**config.mk**
```make
export PLATFORM = sky130hd
export DESIGN_NAME = mem_port_arbiter
export DESIGN_NICKNAME = d
export VERILOG_FILES = /design/src/rtl/mem_port_arbiter.sv
export SDC_FILE = /design/constraint.sdc
export NUM_CORES = 1
export LEC_CHECK = 0
export ABC_AREA = 1
export BUFFER_PORTS_ARGS = -buffer_cell sky130_fd_sc_hd__buf_2
export CAP_MARGIN = 0
export CORE_AREA = 3 3 76 78
export CTS_BUF_LIST = sky130_fd_sc_hd__clkbuf_16
export CTS_CLUSTER_DIAMETER = 60
export DETAILED_ROUTE_END_ITERATION = 16
export DIE_AREA = 0 0 79 81
export PLACE_DENSITY_LB_ADDON = 0.12
export REMOVE_ABC_BUFFERS = 1
export SLEW_MARGIN = 10
export SYNTH_ARGS = -nofsm -noshare
export SYNTH_HDL_FRONTEND = slang
export SYNTH_SLANG_ARGS = --single-unit
```
**constraint.sdc**
```tcl
create_clock -name clk_in -period 2 [get_ports clk_in]
set_clock_uncertainty 0.15 [all_clocks]
set_input_delay 0.1 -clock clk_in [delete_from_list [all_inputs] [get_ports clk_in]]
set_output_delay 0.1 -clock clk_in [all_outputs]
set_load 0.1 [all_outputs]
```
**src/rtl/mem_port_arbiter.sv**
```systemverilog
// Arbitrates a single-port synchronous-read memory between instruction fetch and data access.
// Define ARB_ROUND_ROBIN_EN for round-robin contention; otherwise fixed DM priority + starve guard.
module mem_port_arbiter #(
  parameter int unsigned ADDR_W     = 6,
  parameter int unsigned STARVE_MAX = 4
) (
  input  logic              clk_in,
  input  logic              rst_in,
  input  logic              if_req_in,
  input  logic [ADDR_W-1:0] if_addr_in,
  output logic              if_gnt_out,
  output logic              if_rvalid_out,
  output logic [31:0]       if_rdata_out,
  input  logic              dm_req_in,
  input  logic              dm_we_in,
  input  logic [ADDR_W-1:0] dm_addr_in,
  input  logic [31:0]       dm_wdata_in,
  input  logic [3:0]        dm_mask_in,
  output logic              dm_gnt_out,
  output logic              dm_rvalid_out,
  output logic [31:0]       dm_rdata_out,
  output logic              mem_en_out,
  output logic              mem_we_out,
  output logic [ADDR_W-1:0] mem_addr_out,
  output logic [31:0]       mem_wdata_out,
  output logic [3:0]        mem_mask_out,
  input  logic [31:0]       mem_rdata_in
);

  typedef enum logic [1:0] {TagNone, TagIf, TagDm} tag_e;

  tag_e rd_tag_q, rd_tag_d;
  logic if_wins_contest;
  logic contested;

  assign contested = if_req_in & dm_req_in;

`ifdef ARB_ROUND_ROBIN_EN
  typedef enum logic {LastIf, LastDm} last_e;
  last_e last_q;

  assign if_wins_contest = (last_q == LastDm);

  // Only contested cycles move the last-winner pointer.
  always_ff @(posedge clk_in or posedge rst_in) begin
    if (rst_in) begin
      last_q <= LastDm;
    end else if (contested) begin
      last_q <= if_gnt_out ? LastIf : LastDm;
    end
  end
`else
  localparam int unsigned StarveW = (STARVE_MAX > 0) ? $clog2(STARVE_MAX + 1) : 1;
  logic [StarveW-1:0] starve_q;

  assign if_wins_contest = (starve_q == StarveW'(STARVE_MAX));

  always_ff @(posedge clk_in or posedge rst_in) begin
    if (rst_in) begin
      starve_q <= '0;
    end else if (if_gnt_out) begin
      starve_q <= '0;
    end else if (contested) begin
      starve_q <= starve_q + 1'b1;
    end
  end
`endif

  always_comb begin
    if_gnt_out = if_req_in & (~dm_req_in | if_wins_contest);
    dm_gnt_out = dm_req_in & ~if_gnt_out;
  end

  assign mem_en_out = if_gnt_out | dm_gnt_out;

  always_comb begin
    mem_we_out    = 1'b0;
    mem_addr_out  = '0;
    mem_wdata_out = '0;
    mem_mask_out  = '0;
    if (if_gnt_out) begin
      mem_addr_out = if_addr_in;
    end else if (dm_gnt_out) begin
      mem_we_out    = dm_we_in;
      mem_addr_out  = dm_addr_in;
      mem_wdata_out = dm_wdata_in;
      mem_mask_out  = dm_mask_in;
    end
  end

  always_comb begin
    rd_tag_d = TagNone;
    if (if_gnt_out) begin
      rd_tag_d = TagIf;
    end else if (dm_gnt_out && !dm_we_in) begin
      rd_tag_d = TagDm;
    end
  end

  // Reset discards any read still in flight, so its return is never tagged.
  always_ff @(posedge clk_in or posedge rst_in) begin
    if (rst_in) begin
      rd_tag_q <= TagNone;
    end else begin
      rd_tag_q <= rd_tag_d;
    end
  end

  always_comb begin
    if_rvalid_out = (rd_tag_q == TagIf);
    dm_rvalid_out = (rd_tag_q == TagDm);
    if_rdata_out  = if_rvalid_out ? mem_rdata_in : 32'h0;
    dm_rdata_out  = dm_rvalid_out ? mem_rdata_in : 32'h0;
  end

endmodule

```
==> metrics.txt <==
largest family of logic cells by synthesized area simple AND/OR/NAND/NOR gates; Worst path max stage delay roughly 360 ps; Final HPWL DP between 5000 and 6000 um; CP Max Fanout 7; status finished, final reports clean; initial antenna violation count 0; P_sw ~1.3 mW; Final #Nets 525; die height approximately 81 um; total power 2.26 mW; Via density approximately 4.3; critical path's slowest cell dfrtp_1; CP endpoint kind output port; CTS Buf Count 3; CP startpoint kind flop; die width a little under 80 um; register bit total from synthesis 5; Post-Synth Adder-Cell Area 2.31%; final hold vios 0; Cell Chain, Critical Path inv_1 -> ha_2 -> nand2_2 -> nand2_2 -> nand2_4 -> nand2_8 -> clkbuf_16 -> nor2_4 -> buf_12; CTS tree built; cell depth of the worst flop-to-flop path 8; worst-case clock buffer depth 2; mux contribution to synthesized area 0%; Worst-Margin Slew a little under 500 ps; top cell type's share of synthesized area ~33%; share of cells above drive strength 1 slightly below 60%; Placer Congestion ~0.8; Leak 2.23 nW; Gate power share about four fifths; Final Cycle Share 99.7%; RR Startpoint starve_q[1]$_DFFE_PP0P_; Worst EP required roughly 1800 ps; Hold EP starve_q[1]$_DFFE_PP0P_; Most common cell on crit path nand2_2; area grow syn2layout 295%; Clock transition at path regs roughly 30 ps; count of pins over their slew limit 0; Placed Area ~3800 sq um; post-synthesis cell count approximately 230; Overall Global Routing Usage between 10% and 20%; Simple-Gate Fraction of Synth Area roughly half; drt first pass iters 4; fmax 502 MHz; mapped cell area between 1000 and 1500 sq um; register area share after synthesis a little under an eighth; hold path start if_req_in; CTS H-Tree Depth 1; Worst setup startpoint starve_q[1]$_DFFE_PP0P_; number of diodes 0; Starting Density between 20% and 30%; switching part of the total 56.8%; Reg2Reg Setup Slack around 450 ps; area leader, netlist nor2_1; core area about 5100 sq um; post-route cell area around 4300 sq um; synth warn 0; Iteration-0 DRC Markers 44; WL/cell between 15 and 20 um; remaining global-route overflow 0; first-pass GRT wire length between 9000 and 10000 um; Clock Latency Late Sink 230 ps; Worst EP arrival roughly 1700 ps; final WL ~8200 um; Max Cap Violations 0; worst hold margin 33.8 ps; path type of the worst setup path reg2out; RSZ-0062 raised after global routing true; clock network power share around 15%; Ports approximately 200; Setup violations, final 0; CTS Root Cell clkbuf_16; via count 2160; VDD IR max 404 uV; FF-to-FF End rd_tag_q[1]$_DFF_PP0_; Synth Area in Compound Gates around 1.8%; Final Critical Period 1990 ps; sequential share of power 5.3%; largest net degree at the start of global routing 40; Die Area ~6400 sq um; port bufs between 150 and 200; largest cells by area after synthesis nor2_1, inv_1, dfrtp_1; HP Class in2reg; pwr/cell area approximately 530 nW/um^2; clock tree sinks 5; antenna-violating nets left 0; Netlist cell types 18; Syn Area/Cell 4.65 sq um; drc violations 0; post-synthesis xor/xnor area fraction less than 1%; Worst slew margin 67.8%; P_int slightly below 1 mW; FP Rows 26; number of global-route vias before repair 2033; WHS Path Cells 2
stage by stage:
step	util (%)	cells	setup TNS (ps)	worst slack, ps
detailed placement	73.6	492	0	159
finish	83.2	507	0	6.42
floorplan	-	222	-116140	-2190
global route	83.2	507	-908	-93.2
global placement	73.6	492	0	238
CTS	75.9	498	-1300	-67.1
cells by family (layout without fill, tap and decap cells):
family,count (synthesis),in the layout
buffers and inverters,91,295
adder cells (fa/ha/maj),2,2
flip-flops,5,5
XOR/XNOR,1,1
AO/OA/AOI/OAI,3,3
AND/OR/NAND/NOR,131,131
metal layers:
layer  global-route usage (%)  routed length, um  share of wire (%)
met5                        0                  0                  0
met4                     8.08                465                5.7
met3                     8.09                897                 11
met2                     38.1               4470                 55
met1                     17.3               2350                 29
area by class of cell:
| class | instances | area [sq um] |
|---|---|---|
| Fill cell | 303 | 862 |
| Multi-Input combinational cell | 137 | 856 |
| Sequential cell | 5 | 125 |
| Timing Repair Buffer | 211 | 2830 |
| Clock inverter | 1 | 3.75 |
| Inverter | 80 | 300 |
| Clock buffer | 3 | 75.1 |
| Tap cell | 70 | 87.6 |
how the worst max path moves through the flow:
| stage | cells past startpoint | endpoint |
|---|---|---|
| global route | 7 | mem_addr_out[5] |
| floorplan | 3 | dm_rdata_out[0] |
| detailed placement | 9 | mem_wdata_out[2] |
| CTS | 9 | mem_wdata_out[25] |
| global placement | 9 | mem_mask_out[0] |
| finish | 9 | mem_wdata_out[2] |
cell usage after synthesis:
| master | count |
|---|---|
| dfrtp_1 | 5 |
| o21ai_0 | 1 |
| nor2_2 | 9 |
| nand2_2 | 3 |
| inv_2 | 1 |
| buf_2 | 5 |
| o22ai_1 | 1 |
| nand3_1 | 7 |
| nand2_1 | 16 |
| or2_2 | 1 |
| a21oi_2 | 1 |
| nor2_1 | 94 |
| ha_1 | 2 |
| nand2_4 | 1 |
| clkbuf_1 | 4 |
| buf_6 | 2 |
| inv_1 | 79 |
| xor2_1 | 1 |
flip-flops by register name, summed over array words and instances, names as in the netlist:
register,cells
starve_q,3
rd_tag_q,2
timing repair:
action,4_1_cts,5_1_grt
endpoints found under the setup margin,28,44
pin swaps,0,3
hold buffers,2,0
gates resized for setup,8,59
hold endpoints to repair,6,0
cloned,0,6
buffers inserted,0,3
critical path: cells and delay by family, from the launching register on:
kind	cells	cell delay [ps]
fa+ha+maj	1	170
buf+inv	3	450
simple gates	5	520
flops	1	360
cells in the final DEF, fill, tap and decap left out:
master,n
dfrtp_1,5
inv_1,80
clkbuf_16,6
nand2_2,2
buf_8,1
nand3_1,7
inv_2,1
buf_6,2
nor2_2,2
o21ai_0,1
o22ai_1,1
or2_2,1
buf_4,6
dlygate4sd3_1,2
nand2_4,1
nand2_8,1
ha_1,1
buf_12,111
nor2_1,66
ha_2,1
xor2_1,1
nand2_1,16
nor2_4,35
buf_2,86
a21oi_2,1
power groups by stage:
stage	Combinational, mW	Sequential [mW]	Clock [mW]
floorplan	1.00	0.120	0
global placement	1.66	0.121	0
detailed placement	1.67	0.121	0
CTS	1.68	0.120	0.333
global route	1.86	0.122	0.342
finish	1.81	0.121	0.329
Note: power is estimated with default switching activity, not from simulation.
